## src/rtl/wbit_deser_pkg.sv

```systemverilog
// Shared types and helpers for the W-bit serial deserializer.
package wbit_deser_pkg;

  typedef enum logic [1:0] {
    IDLE  = 2'd0,
    SHIFT = 2'd1,
    PAR   = 2'd2
  } state_t;

  localparam logic DIR_LSB_IN = 1'b0;
  localparam logic DIR_MSB_IN = 1'b1;

  // Bits needed to count 0..w inclusive.
  function automatic int count_width(input int w);
    return $clog2(w + 1);
  endfunction

endpackage

```

## src/rtl/wbit_deserializer_shift_core.sv

```systemverilog
// Shift register holding the in-progress word; exposes its next value so the
// top level can latch a completed word on the same edge as its final bit.
module deser_shift_core
  import wbit_deser_pkg::*;
#(
  parameter int W = 4
) (
  input  logic         clk,
  input  logic         rst_n,
  input  logic         clr,
  input  logic         en,
  input  logic         dir,
  input  logic         sin,
  output logic [W-1:0] word_next
);

  logic [W-1:0] sr;

  always_comb begin
    word_next = sr;
    if (clr) begin
      word_next = '0;
    end else if (en) begin
      if (dir == DIR_MSB_IN) begin
        word_next = {sin, sr[W-1:1]};
      end else begin
        word_next = {sr[W-2:0], sin};
      end
    end
  end

  always_ff @(posedge clk or negedge rst_n) begin
    if (!rst_n) begin
      sr <= '0;
    end else begin
      sr <= word_next;
    end
  end

endmodule

```

## src/rtl/wbit_deserializer.sv

```systemverilog
// Serial-to-parallel receiver with holding register and valid/ready output.
// Optional even-parity bit after each word when DESER_PARITY_EN is defined.
module wbit_deserializer
  import wbit_deser_pkg::*;
#(
  parameter int W = 4
) (
  input  logic         CLK,
  input  logic         RES,
  input  logic         SIN,
  input  logic         SEN,
  input  logic         LEN,
  input  logic         CLR,
  input  logic         RDY,
  output logic [W-1:0] Out,
  output logic         VLD,
  output logic         BUSY,
  output logic         OVR,
  output logic         PERR
);

  localparam int CW = count_width(W);

  state_t        state, state_nx;
  logic [CW-1:0] count, count_nx;
  logic          dir, dir_nx;
  logic          shift_en, shift_dir, done;
  logic [W-1:0]  word_next;
`ifdef DESER_PARITY_EN
  logic          perr_nx;
`endif

  deser_shift_core #(.W(W)) u_core (
    .clk       (CLK),
    .rst_n     (RES),
    .clr       (CLR),
    .en        (shift_en),
    .dir       (shift_dir),
    .sin       (SIN),
    .word_next (word_next)
  );

  always_comb begin
    state_nx  = state;
    count_nx  = count;
    dir_nx    = dir;
    shift_en  = 1'b0;
    shift_dir = dir;
    done      = 1'b0;
`ifdef DESER_PARITY_EN
    perr_nx   = 1'b0;
`endif
    if (CLR) begin
      state_nx = IDLE;
      count_nx = '0;
    end else if (SEN) begin
      case (state)
        IDLE: begin
          dir_nx    = LEN;
          shift_dir = LEN;
          shift_en  = 1'b1;
          count_nx  = CW'(1);
          state_nx  = SHIFT;
        end
        SHIFT: begin
          shift_en = 1'b1;
          count_nx = count + CW'(1);
          if (count == CW'(W - 1)) begin
`ifdef DESER_PARITY_EN
            state_nx = PAR;
`else
            state_nx = IDLE;
            count_nx = '0;
            done     = 1'b1;
`endif
          end
        end
`ifdef DESER_PARITY_EN
        PAR: begin
          // Shift is idle here, so word_next is the held data word.
          state_nx = IDLE;
          count_nx = '0;
          if (^{word_next, SIN} == 1'b0) begin
            done = 1'b1;
          end else begin
            perr_nx = 1'b1;
          end
        end
`endif
        default: begin
          state_nx = IDLE;
          count_nx = '0;
        end
      endcase
    end
  end

  always_ff @(posedge CLK or negedge RES) begin
    if (!RES) begin
      state <= IDLE;
      count <= '0;
      dir   <= DIR_LSB_IN;
    end else begin
      state <= state_nx;
      count <= count_nx;
      dir   <= dir_nx;
    end
  end

  always_ff @(posedge CLK or negedge RES) begin
    if (!RES) begin
      Out <= '0;
      VLD <= 1'b0;
      OVR <= 1'b0;
    end else begin
      if (CLR) begin
        OVR <= 1'b0;
      end
      if (done) begin
        if (!VLD || RDY) begin
          Out <= word_next;
          VLD <= 1'b1;
        end else begin
          OVR <= 1'b1;
        end
      end else if (VLD && RDY) begin
        VLD <= 1'b0;
      end
    end
  end

`ifdef DESER_PARITY_EN
  always_ff @(posedge CLK or negedge RES) begin
    if (!RES) begin
      PERR <= 1'b0;
    end else begin
      PERR <= perr_nx;
    end
  end
`else
  assign PERR = 1'b0;
`endif

  assign BUSY = (count != '0);

endmodule

```

## config.mk

```make
export PLATFORM = sky130hd
export DESIGN_NAME = wbit_deserializer
export DESIGN_NICKNAME = d
export VERILOG_FILES = /design/src/rtl/wbit_deser_pkg.sv /design/src/rtl/wbit_deserializer_shift_core.sv /design/src/rtl/wbit_deserializer.sv
export SDC_FILE = /design/constraint.sdc
export NUM_CORES = 1
export LEC_CHECK = 0
export ABC_CLOCK_PERIOD_IN_PS = 1520
export BUFFER_PORTS_ARGS = -buffer_cell sky130_fd_sc_hd__buf_2
export CORE_MARGIN = 1
export CORE_UTILIZATION = 46
export CTS_CLUSTER_SIZE = 16
export DETAILED_ROUTE_END_ITERATION = 6
export PLACE_DENSITY = 0.75
export REMOVE_ABC_BUFFERS = 1
export SYNTH_ARGS = -nofsm -noshare
export SYNTH_HDL_FRONTEND = slang
export SYNTH_SLANG_ARGS = --single-unit
```

## constraint.sdc

```tcl
create_clock -name CLK -period 1.52 [get_ports CLK]
set_input_delay 0.304 -clock CLK [delete_from_list [all_inputs] [get_ports CLK]]
set_output_delay 0.304 -clock CLK [all_outputs]
set_load 0.01 [all_outputs]
```

==> summary.md <==
| Metric | Value |
|---|---|
| Utilization after layout | `60.6%` |
| Biggest fanout along the worst timing path | `4` |
| Reg-to-reg critical path endpoint | `Out[2]$_DFFE_PN0P_` |
| Max Buffers Root-to-Sink | `2` |
| Hold path endpoint | `dir$_DFF_PN0_` |
| Synthesis Warnings | `0` |
| Layout cell share with drive strength beyond 1 | `25.3%` |
| Average wire length per cell after detail routing | `13.9 um` |
| Post-detailed-placement half-perimeter wirelength | `993 um` |
| Filler-free cell count of the finished design | `98` |
| Total global routing overflow | `0` |
| Pwr/cell area | `939 nW/um2` |
| Max Slew Vio Count | `0` |
| Router iterations before antenna repair | `5` |
| Clock tree from TritonCTS | `built` |
| Die Width | `41.7 um` |
| Register bit count reported by yosys | `15` |
| Die area | `~1700 um2` |
| Most frequent standard cell in the layout excluding fill and tap cells | `sky130_fd_sc_hd__dfrtp_1` |
| CP startpoint kind | `flop` |
| CP required | `roughly 1200 ps` |
| Final TNS setup | `0 ps` |
| Die height | `41.7 um` |
| Final WL | `1360 um` |
| Via-per-instance ratio | `just under 6` |
| Status | `finished, final reports clean` |
| Length in cells of the worst reg-to-reg path | `4` |
| Combined area of all synthesized cells | `723 um2` |
| Number of distinct standard cells referenced by the synthesized netlist | `25` |
| Root Buffer | `sky130_fd_sc_hd__clkbuf_4` |
| CTS buffer count | `3` |
| Worst-skew pair later-pin latency | `290 ps` |
| Final setup violation count | `0` |
| Global-route wire length before repair | `2400 um` |
| Antenna violations before repair | `0` |
| Crit share post-route | `a little over 90%` |
| Worst hold-check path type | `input pin to flop` |
| Routability-driven placement congestion ratio | `0.761` |
| Setup repair after global routing missed its margin | `false` |
| Data arrival time at the worst-slack endpoint | `between 1000 and 1500 ps` |
| Core area | `1380 um2` |
| Cell Rows | `13` |
| Total vias in the final route | `slightly below 600` |
| DRC Markers | `0` |
| Category of the most critical setup path | `flop to output port` |
| Synthesis-to-layout area growth | `15.9%` |
| Leakage dissipation | `0.414 nW` |
| Origin of the critical flop-to-flop path | `count[0]$_DFFE_PN0P_` |
| Postcts setup bufs | `0` |
| GRT Overall Usage | `18.4%` |
| Maximum number of pins on one net before global-route repair | `16` |
| Crit path time final | `about 1400 ps` |
| Commonest cells after routing, fill and taps aside | `15 x sky130_fd_sc_hd__dfrtp_1, 13 x sky130_fd_sc_hd__buf_2, 6 x sky130_fd_sc_hd__nor2_1` |
| H-tree level count | `1` |
| Final number of hold-violating endpoints | `0` |
| Synthesized area per cell | `10.8 um2` |
| Violation count after the first detailed-route iteration | `11` |
| Number of input and output port buffers inserted | `13` |
| Effective utilization at floorplan | `52.3%` |
| Fraction of the yosys area taken by sequential cells | `51.9%` |
| Final clock skew | `4.29 ps` |
| Worst reg-to-reg setup slack | `120 ps` |
| Post-route ant nets | `0` |
| Via count of the first global-routing pass | `about 550` |
| Max Clock Freq | `706 MHz` |
| IO Pins | `15` |
| Worst ir drop on vdd | `459 uV` |
| Count of max-cap constraint violations | `0` |
| Final Power | `0.000787 W` |
| Antenna cell count | `0` |
| Placed insts | `93` |
| Reg clk slew, reported paths | `80 ps` |
| Source of the worst hold timing path | `LEN` |
| Post-Synthesis Cells | `67` |
| Number of nets in the layout | `93` |
| Hold path cells | `2` |
| TritonCTS sink count | `15` |
| Sort of element at the end of the critical path | `output port` |
## metrics by stage
stage                     setup WS (ps)  hold WS (ps)  instance area [um2]
after floorplan                     183          8.41                  702
after global placement              205           219                  801
after detailed placement            146           230                  801
after CTS                          87.4           281                  838
after global routing               24.4           281                  838
final                               103           283                  838
## power by group
part	leakage, nW	internal (W)	switching, W
registers	0.201	0.000422	0.0000195
logic	0.196	0.0000528	0.0000641
clock network	0.0177	0.0000980	0.000131
## layout make-up
class	instances	area (um2)
Tap cell	15	18.8
Multi-Input combinational cell	44	312
Clock inverter	1	5.00
Clock buffer	3	22.5
Timing Repair Buffer	16	90.1
Inverter	4	15.0
Sequential cell	15	375
Fill cell	124	544
## cells in the mapped netlist
cell	n	area, um2
sky130_fd_sc_hd__a211oi_1	4	30.0
sky130_fd_sc_hd__a21boi_1	1	7.51
sky130_fd_sc_hd__a21oi_1	5	25.0
sky130_fd_sc_hd__a31oi_1	4	25.0
sky130_fd_sc_hd__and3_1	1	6.26
sky130_fd_sc_hd__and4bb_2	1	12.5
sky130_fd_sc_hd__buf_2	2	10.0
sky130_fd_sc_hd__buf_4	1	7.51
sky130_fd_sc_hd__clkbuf_1	1	3.75
sky130_fd_sc_hd__conb_1	1	3.75
sky130_fd_sc_hd__dfrtp_1	15	375
sky130_fd_sc_hd__ha_1	2	25.0
sky130_fd_sc_hd__inv_1	4	15.0
sky130_fd_sc_hd__mux2_1	1	11.3
sky130_fd_sc_hd__mux2i_1	4	40.0
sky130_fd_sc_hd__mux2i_4	1	22.5
sky130_fd_sc_hd__nand2_1	2	7.51
sky130_fd_sc_hd__nand2b_1	3	18.8
sky130_fd_sc_hd__nand3_1	1	5.00
sky130_fd_sc_hd__nand4b_1	1	8.76
sky130_fd_sc_hd__nor2_1	6	22.5
sky130_fd_sc_hd__nor3b_1	2	15.0
sky130_fd_sc_hd__o2111ai_1	1	8.76
sky130_fd_sc_hd__o21ai_1	2	10.0
sky130_fd_sc_hd__o22ai_1	1	6.26
## flip-flops by register name (all words and copies together), names as in the netlist
signal / count
OVR: 1
Out: 4
VLD: 1
count: 3
dir: 1
state: 1
u_core.sr: 4
## timing repair
| action | 4_1_cts | 5_1_grt |
|---|---|---|
| hold endpoints to repair | 15 | 0 |
| hold buffers | 1 | 0 |
| gates resized for setup | 0 | 0 |
## worst max-delay path, cell delays in order (launching register included)
cell                       delay, ps
sky130_fd_sc_hd__dfrtp_1         400
sky130_fd_sc_hd__inv_1            60
sky130_fd_sc_hd__ha_1            190
sky130_fd_sc_hd__nand2b_1         60
sky130_fd_sc_hd__buf_2           120
## routing by layer
layer / wire [um] / vias up / global-route usage (%)
met5: 0 / - / 0
met4: 46 / 0 / 11.6
met3: 68 / 5 / 3.91
met2: 620 / 24 / 26.9
met1: 625 / 284 / 24.8
li1: - / 270 / -
## kinds of logic after synthesis
family	Yosys count	share of synthesized area, %
compound gates	18	15.6
fa+ha+maj	2	3.46
buf+inv	8	5.02
flops	15	51.9
mux	6	10.2
other cells	1	0.519
simple gates	17	13.3
## how the worst max path moves through the flow
stage	start	end	slack (ps)	cells past startpoint
global placement	count[0]$_DFFE_PN0P_	Out[3]$_DFFE_PN0P_	210	4
detailed placement	count[0]$_DFFE_PN0P_	Out[1]$_DFFE_PN0P_	150	4
CTS	count[0]$_DFFE_PN0P_	BUSY	90	4
global route	count[0]$_DFFE_PN0P_	BUSY	20	4
finish	count[0]$_DFFE_PN0P_	BUSY	100	4
floorplan	state[0]$_DFFE_PN0P_	u_core.sr[0]$_DFF_PN0_	180	3
Power figures use the tool's default switching activity.
